--- config.mk ---
export PLATFORM = sky130hd
export DESIGN_NAME = led_panel_ctrl
export DESIGN_NICKNAME = d
export VERILOG_FILES = /design/src/rtl/screen_leds_pkg.sv /design/src/rtl/button_repeat.sv /design/src/rtl/led_panel_ctrl.sv
export SDC_FILE = /design/constraint.sdc
export NUM_CORES = 1
export LEC_CHECK = 0
export ABC_AREA = 0
export CAP_MARGIN = 20
export CELL_PAD_IN_SITES_DETAIL_PLACEMENT = 2
export CELL_PAD_IN_SITES_GLOBAL_PLACEMENT = 2
export CORE_MARGIN = 4
export CORE_UTILIZATION = 25
export CTS_BUF_LIST = sky130_fd_sc_hd__clkbuf_8
export DETAILED_ROUTE_END_ITERATION = 10
export GPL_TIMING_DRIVEN = 1
export HOLD_SLACK_MARGIN = 0.08
export MAX_ROUTING_LAYER = met4
export PLACE_DENSITY = 0.69
export SLEW_MARGIN = 20
export SYNTH_ARGS = -nofsm -noshare
export SYNTH_HDL_FRONTEND = slang
export SYNTH_SLANG_ARGS = --single-unit
--- constraint.sdc ---
create_clock -name clk -period 1.9 [get_ports clk]
set_input_delay 0.19 -clock clk [delete_from_list [all_inputs] [get_ports clk]]
set_output_delay 0.19 -clock clk [all_outputs]
set_load 0.03 [all_outputs]
--- src/rtl/screen_leds_pkg.sv ---
// Shared constants for the screen LED panel: row reset value,
// default last row index and the button FSM state encoding.
package screen_leds_pkg;

  localparam logic [2:0] ROW_RESET   = 3'd2;
  localparam int         ROW_MAX_DEF = 5;

  typedef enum logic [1:0] {
    ST_IDLE   = 2'd0,
    ST_HELD   = 2'd1,
    ST_REPEAT = 2'd2
  } btn_state_e;

endpackage

--- src/rtl/button_repeat.sv ---
// One button: 2-flop synchronizer, debouncer, auto-repeat FSM.
// Ports: clk, rst (sync, high), btn (raw), req (1-cycle pulse).
module button_repeat
  import screen_leds_pkg::*;
#(
  parameter int DEB_CYCLES    = 240000,
  parameter int REPEAT_CYCLES = 2100000
) (
  input  logic clk,
  input  logic rst,
  input  logic btn,
  output logic req
);

  localparam int DW = $clog2(DEB_CYCLES + 1);
  localparam int RW = $clog2(REPEAT_CYCLES + 1);
  localparam logic [DW-1:0] DLAST = DW'(DEB_CYCLES - 1);
  localparam logic [RW-1:0] RLAST = RW'(REPEAT_CYCLES - 1);

  logic          s1, s2;
  logic          lvl;
  logic [DW-1:0] dcnt;
  logic [RW-1:0] rcnt, rcnt_nx;
  btn_state_e    st, st_nx;

  // Any sample equal to the current level restarts the count.
  always_ff @(posedge clk) begin
    if (rst) begin
      s1   <= 1'b0;
      s2   <= 1'b0;
      lvl  <= 1'b0;
      dcnt <= '0;
    end else begin
      s1 <= btn;
      s2 <= s1;
      if (s2 != lvl) begin
        if (dcnt == DLAST) begin
          lvl  <= s2;
          dcnt <= '0;
        end else begin
          dcnt <= dcnt + DW'(1);
        end
      end else begin
        dcnt <= '0;
      end
    end
  end

  always_ff @(posedge clk) begin
    if (rst) begin
      st   <= ST_IDLE;
      rcnt <= '0;
    end else begin
      st   <= st_nx;
      rcnt <= rcnt_nx;
    end
  end

  always_comb begin
    st_nx   = st;
    rcnt_nx = rcnt;
    req     = 1'b0;
    unique case (st)
      ST_IDLE: begin
        if (lvl) begin
          st_nx   = ST_HELD;
          rcnt_nx = '0;
          req     = 1'b1;
        end
      end
      ST_HELD, ST_REPEAT: begin
        if (!lvl) begin
          st_nx   = ST_IDLE;
          rcnt_nx = '0;
        end else if (rcnt == RLAST) begin
          st_nx   = ST_REPEAT;
          rcnt_nx = '0;
          req     = 1'b1;
        end else begin
          rcnt_nx = rcnt + RW'(1);
        end
      end
      default: begin
        st_nx   = ST_IDLE;
        rcnt_nx = '0;
      end
    endcase
  end

endmodule

--- src/rtl/led_panel_ctrl.sv ---
// Row/byte LED panel control: two auto-repeat buttons, updates
// committed on vsync fall. Ports: clk, rst, inc_row, inc_byte,
// vsync (active-low), row_led, byte_led, disp, row_pend, byte_pend.
module led_panel_ctrl
  import screen_leds_pkg::*;
#(
  parameter int DEB_CYCLES    = 240000,
  parameter int REPEAT_CYCLES = 2100000,
  parameter int ROW_MAX       = ROW_MAX_DEF
) (
  input  logic       clk,
  input  logic       rst,
  input  logic       inc_row,
  input  logic       inc_byte,
  input  logic       vsync,
  output logic [2:0] row_led,
  output logic [7:0] byte_led,
  output logic [7:0] disp,
  output logic       row_pend,
  output logic       byte_pend
);

  localparam logic [2:0] RMAX = 3'(ROW_MAX);

  logic row_req, byte_req;
  logic v1, v2, v3;
  logic commit;

  button_repeat #(
    .DEB_CYCLES   (DEB_CYCLES),
    .REPEAT_CYCLES(REPEAT_CYCLES)
  ) u_row (
    .clk(clk),
    .rst(rst),
    .btn(inc_row),
    .req(row_req)
  );

  button_repeat #(
    .DEB_CYCLES   (DEB_CYCLES),
    .REPEAT_CYCLES(REPEAT_CYCLES)
  ) u_byte (
    .clk(clk),
    .rst(rst),
    .btn(inc_byte),
    .req(byte_req)
  );

  // Reset high so the first cycle cannot look like a fall.
  always_ff @(posedge clk) begin
    if (rst) begin
      v1 <= 1'b1;
      v2 <= 1'b1;
      v3 <= 1'b1;
    end else begin
      v1 <= vsync;
      v2 <= v1;
      v3 <= v2;
    end
  end

  assign commit = v3 & ~v2;

  // A request landing with a commit keeps pend set for itself.
  always_ff @(posedge clk) begin
    if (rst) begin
      row_led   <= ROW_RESET;
      byte_led  <= '0;
      row_pend  <= 1'b0;
      byte_pend <= 1'b0;
    end else begin
      if (commit && row_pend) begin
        row_led <= (row_led >= RMAX) ? 3'd0 : row_led + 3'd1;
      end
      if (commit && byte_pend) begin
        byte_led <= byte_led + 8'd1;
      end
      row_pend  <= row_req | (row_pend & ~commit);
      byte_pend <= byte_req | (byte_pend & ~commit);
    end
  end

  assign disp = byte_led;

endmodule

==> summary.md <==
| Metric | Value |
|---|---|
| Most common cell after layout, fill and taps aside | dfxtp_1 |
| DP HPWL | 11250 um |
| Core Area | 20230 um^2 |
| Min Clock Period, post-route | 1.848 ns |
| Post-Route WL | 15430 um |
| Routed vias | 4681 |
| H-tree lvl count | 3 |
| GPL Wtd Cong | 0.7852 |
| End of the worst register-to-register path | u_byte.rcnt[21]$_SDFFE_PP0P_ |
| # DRC | 0 |
| Worst hold stages | 2 |
| Reg2Reg Setup Slack | 0.05 ns |
| Die Span Y | 151.3 um |
| Fin crit share | 97.29% |
| Initial antenna violation count | 0 |
| Area of the die | 22900 um^2 |
| CP Class | reg -> reg |
| Synth Net Count | 626 |
| Post-synth EDFFs | 0 |
| Antenna-violating nets left | 0 |
| Critical Path Max Stage Delay | 0.36 ns |
| Sink Count | 106 |
| Cells after Synth | 608 |
| PwrDens | 605.4 nW/um^2 |
| Final Max Slew Viols | 0 |
| Global route overflow | 0 |
| Crit-path leading delay family | compound AO/OA/AOI/OAI gates |
| Clk_lat worst skew | 0.39 ns |
| Hold buffers post-CTS | 0 |
| CP cell instances | nor4b_4, nand4_4, o311ai_4, buf_4, nor4b_2, a311o_1 |
| Critical R2R Launch | u_byte.rcnt[14]$_SDFFE_PP0P_ |
| Clock Skew | 0.01864 ns |
| CP max-delay cell | dfxtp_2 |
| Clock Tree Buf Depth | 2 |
| Vias in the first global route | 5209 |
| Num CTS Buffers | 9 |
| Pleak | 2.136 nW |
| R2R cell count | 6 |
| Clock share of power | 35.5% |
| Antenna cells | 0 |
| Tot Pwr | 3.784 mW |
| Syn Area/Cell | 8.446 um^2 |
| Worst-path clk slew | 0.12 ns |
| Row cnt | 52 |
| CP Buf/Inv Count | 1 |
| Root Driver | clkbuf_8 |
| Sequential share of power | 59.3% |
| Setup Viol. Count Final | 0 |
| Maximum vdd drop | 0.0002942 V |
| Async SR Flop Fraction | 0% |
| Hold WC Path Type | in -> reg |
| Commonest non-fill, non-tap cells in the layout | dfxtp_1 (93), nor2_1 (78), buf_4 (50) |
| Die X | 151.3 um |
| Max Clock Freq | 541.0 MHz |
| Starting density of the core | 25.38% |
| Layout Nets | 678 |
| Endpoints failing hold | 0 |
| Placed inst area | 5906 um^2 |
| Comb pwr share | 5.2% |
| Number of synthesized register bits | 106 |
| Mapped Area | 5135 um^2 |
| Relative slew margins | 65.25% |
| Post-route cell area | 6251 um^2 |
| First-pass GRT wire length | 25590 um |
| Syn. warnings | 0 |
| Crit. End Element | register |
| Fraction of layout cells with a size suffix above 1 | 16.99% |
| Critical path arrival | 2.13 ns |
| Routed len/inst | 16.50 um |
| CTS tree | done |
| Drt pass-1 iters | 4 |
| Tot GR Track Use | 14.08% |
| HP Start | rst |
| Hold Path Sink | row_led[2]$_SDFFE_PP0P_ |
| CP Launch Type | register |
| Sequential area share after synthesis | 41.33% |
| Status | completed |
| Pin count of the biggest net entering global routing | 20 |
| Post-DR vias/cell | 5.006 |
| 1st-iter DRT viols | 184 |
| Worst Tran Pin Value | 0.5193 ns |
| Max Fanout on Critical Path | 6 |
| CP Depth | 6 |
| Post-synth cell types | 55 |
| Max-Cap Viols | 0 |
| CP Data Required Time | 2.18 ns |
| Area grow syn2layout | 21.73% |
| Switching portion of total power | 25.76% |
| Number of top-level pins | 26 |
| Int Pwr | 2.810 mW |
| IO buf count | 25 |
| Synth Flop Type | dfxtp_1 |
| Psw | 0.9747 mW |
==> cell usage after synthesis, types with 2 or more instances <==
cell         n  area share (%)
or3_1        6            0.73
buf_1        4            0.29
mux2i_1      5            0.97
xnor2_1     16             2.7
buf_2        7            0.68
buf_4        8             1.2
o41ai_1      2            0.34
nand4_1     28             3.4
or4_1        4            0.58
inv_1       12            0.88
a31oi_1      5            0.61
and4_1      11             1.9
nand4b_1     3            0.51
nand2b_1     5            0.61
xor2_1      35             6.0
o31a_1       2            0.34
nand3_1     46             4.5
ha_1        13             3.2
nor4_1      14             1.7
nand2_1     47             3.4
and3_1      17             2.1
a22oi_1      3            0.44
a41oi_1      2            0.34
nor3_1      17             1.7
o21ai_0     26             2.5
nor3b_1      6            0.88
and2_1       3            0.37
o2111ai_1    2            0.34
nor2b_1      7            0.85
nor4b_1      4            0.68
a311o_1      2            0.39
dfxtp_1    106              41
or2_2        4            0.49
nor2_1      80             5.8
clkbuf_1    15             1.1
a21oi_1     22             2.1
==> per-stage QoR <==
stage / util, % / setup TNS (ns) / hold WS [ns] / setup slack [ns] / std cells
final: 30.89 / 0 / 0.1058 / 0.05155 / 935
after global routing: 30.89 / -0.03385 / 0.1304 / -0.01718 / 935
after CTS: 30.18 / 0 / 0.08510 / 0.001314 / 931
after detailed placement: 29.19 / -0.3126 / 0.3994 / -0.1024 / 915
after global placement: 29.19 / 0 / 0.3998 / 0.05585 / 915
after floorplan: - / 0 / 0.2938 / 0.06322 / 608
==> area by class of cell <==
class	count	area (um^2)
Fill cell	2266	13980
Clock inverter	6	41.29
Sequential cell	106	2138
Inverter	12	45.04
Tap cell	270	337.8
Clock buffer	10	137.6
Multi-Input combinational cell	455	2910
Timing Repair Buffer	76	640.6
==> layer usage <==
| metal | vias to the layer above | part of all wire (%) | track usage (%) | wire, um |
|---|---|---|---|---|
| li1 | 2265 | - | - | - |
| met3 | 15 | 1.9 | 2.573 | 288 |
| met2 | 26 | 53 | 25.36 | 8150 |
| met4 | 0 | 1.0 | 3.309 | 158 |
| met1 | 2375 | 44 | 16.18 | 6829 |
| met5 | - | 0 | - | 0 |
==> timing repair <==
item,in CTS,in global routing
buffers inserted,0,4
resized for setup,6,31
endpoints found under the setup margin,8,23
pin swaps,5,14
==> power groups by stage <==
stage	sequential, mW	clock [mW]	combinational [mW]
2_1_floorplan	2.29	0	0.111
3_3_place_gp	2.29	0	0.187
3_5_place_dp	2.29	0	0.193
4_1_cts	2.24	1.41	0.194
5_1_grt	2.25	1.50	0.220
6_report	2.24	1.34	0.196
==> worst max path at each step <==
stage                                        end                         start
floorplan            u_byte.rcnt[3]$_SDFFE_PP0P_   u_byte.rcnt[0]$_SDFFE_PP0P_
global placement     u_byte.rcnt[3]$_SDFFE_PP0P_  u_byte.rcnt[17]$_SDFFE_PP0P_
detailed placement  u_byte.rcnt[14]$_SDFFE_PP0P_   u_byte.rcnt[1]$_SDFFE_PP0P_
CTS                  u_byte.rcnt[3]$_SDFFE_PP0P_  u_byte.rcnt[14]$_SDFFE_PP0P_
global route        u_byte.rcnt[21]$_SDFFE_PP0P_  u_byte.rcnt[20]$_SDFFE_PP0P_
finish              u_byte.rcnt[21]$_SDFFE_PP0P_  u_byte.rcnt[14]$_SDFFE_PP0P_
==> sequential cells by signal, summed over array words and instances, names as in the netlist, 2 cells and up <==
register     flops
u_byte.rcnt     22
u_row.rcnt      22
u_byte.dcnt     18
u_row.dcnt      18
byte_led         8
row_led          3
u_byte.st        2
u_row.st         2
==> cells by family after synthesis <==
group | Yosys count | share of synthesized area [%]
muxes | 5 | 0.9747
buffers and inverters | 47 | 4.337
and+or+nand+nor | 309 | 31.65
adders and majority gates | 13 | 3.168
AOI/OAI and AO/OA | 77 | 9.845
DFF | 106 | 41.33
xor gates and xnor gates | 51 | 8.699
Note: power is estimated with default switching activity, not from simulation.
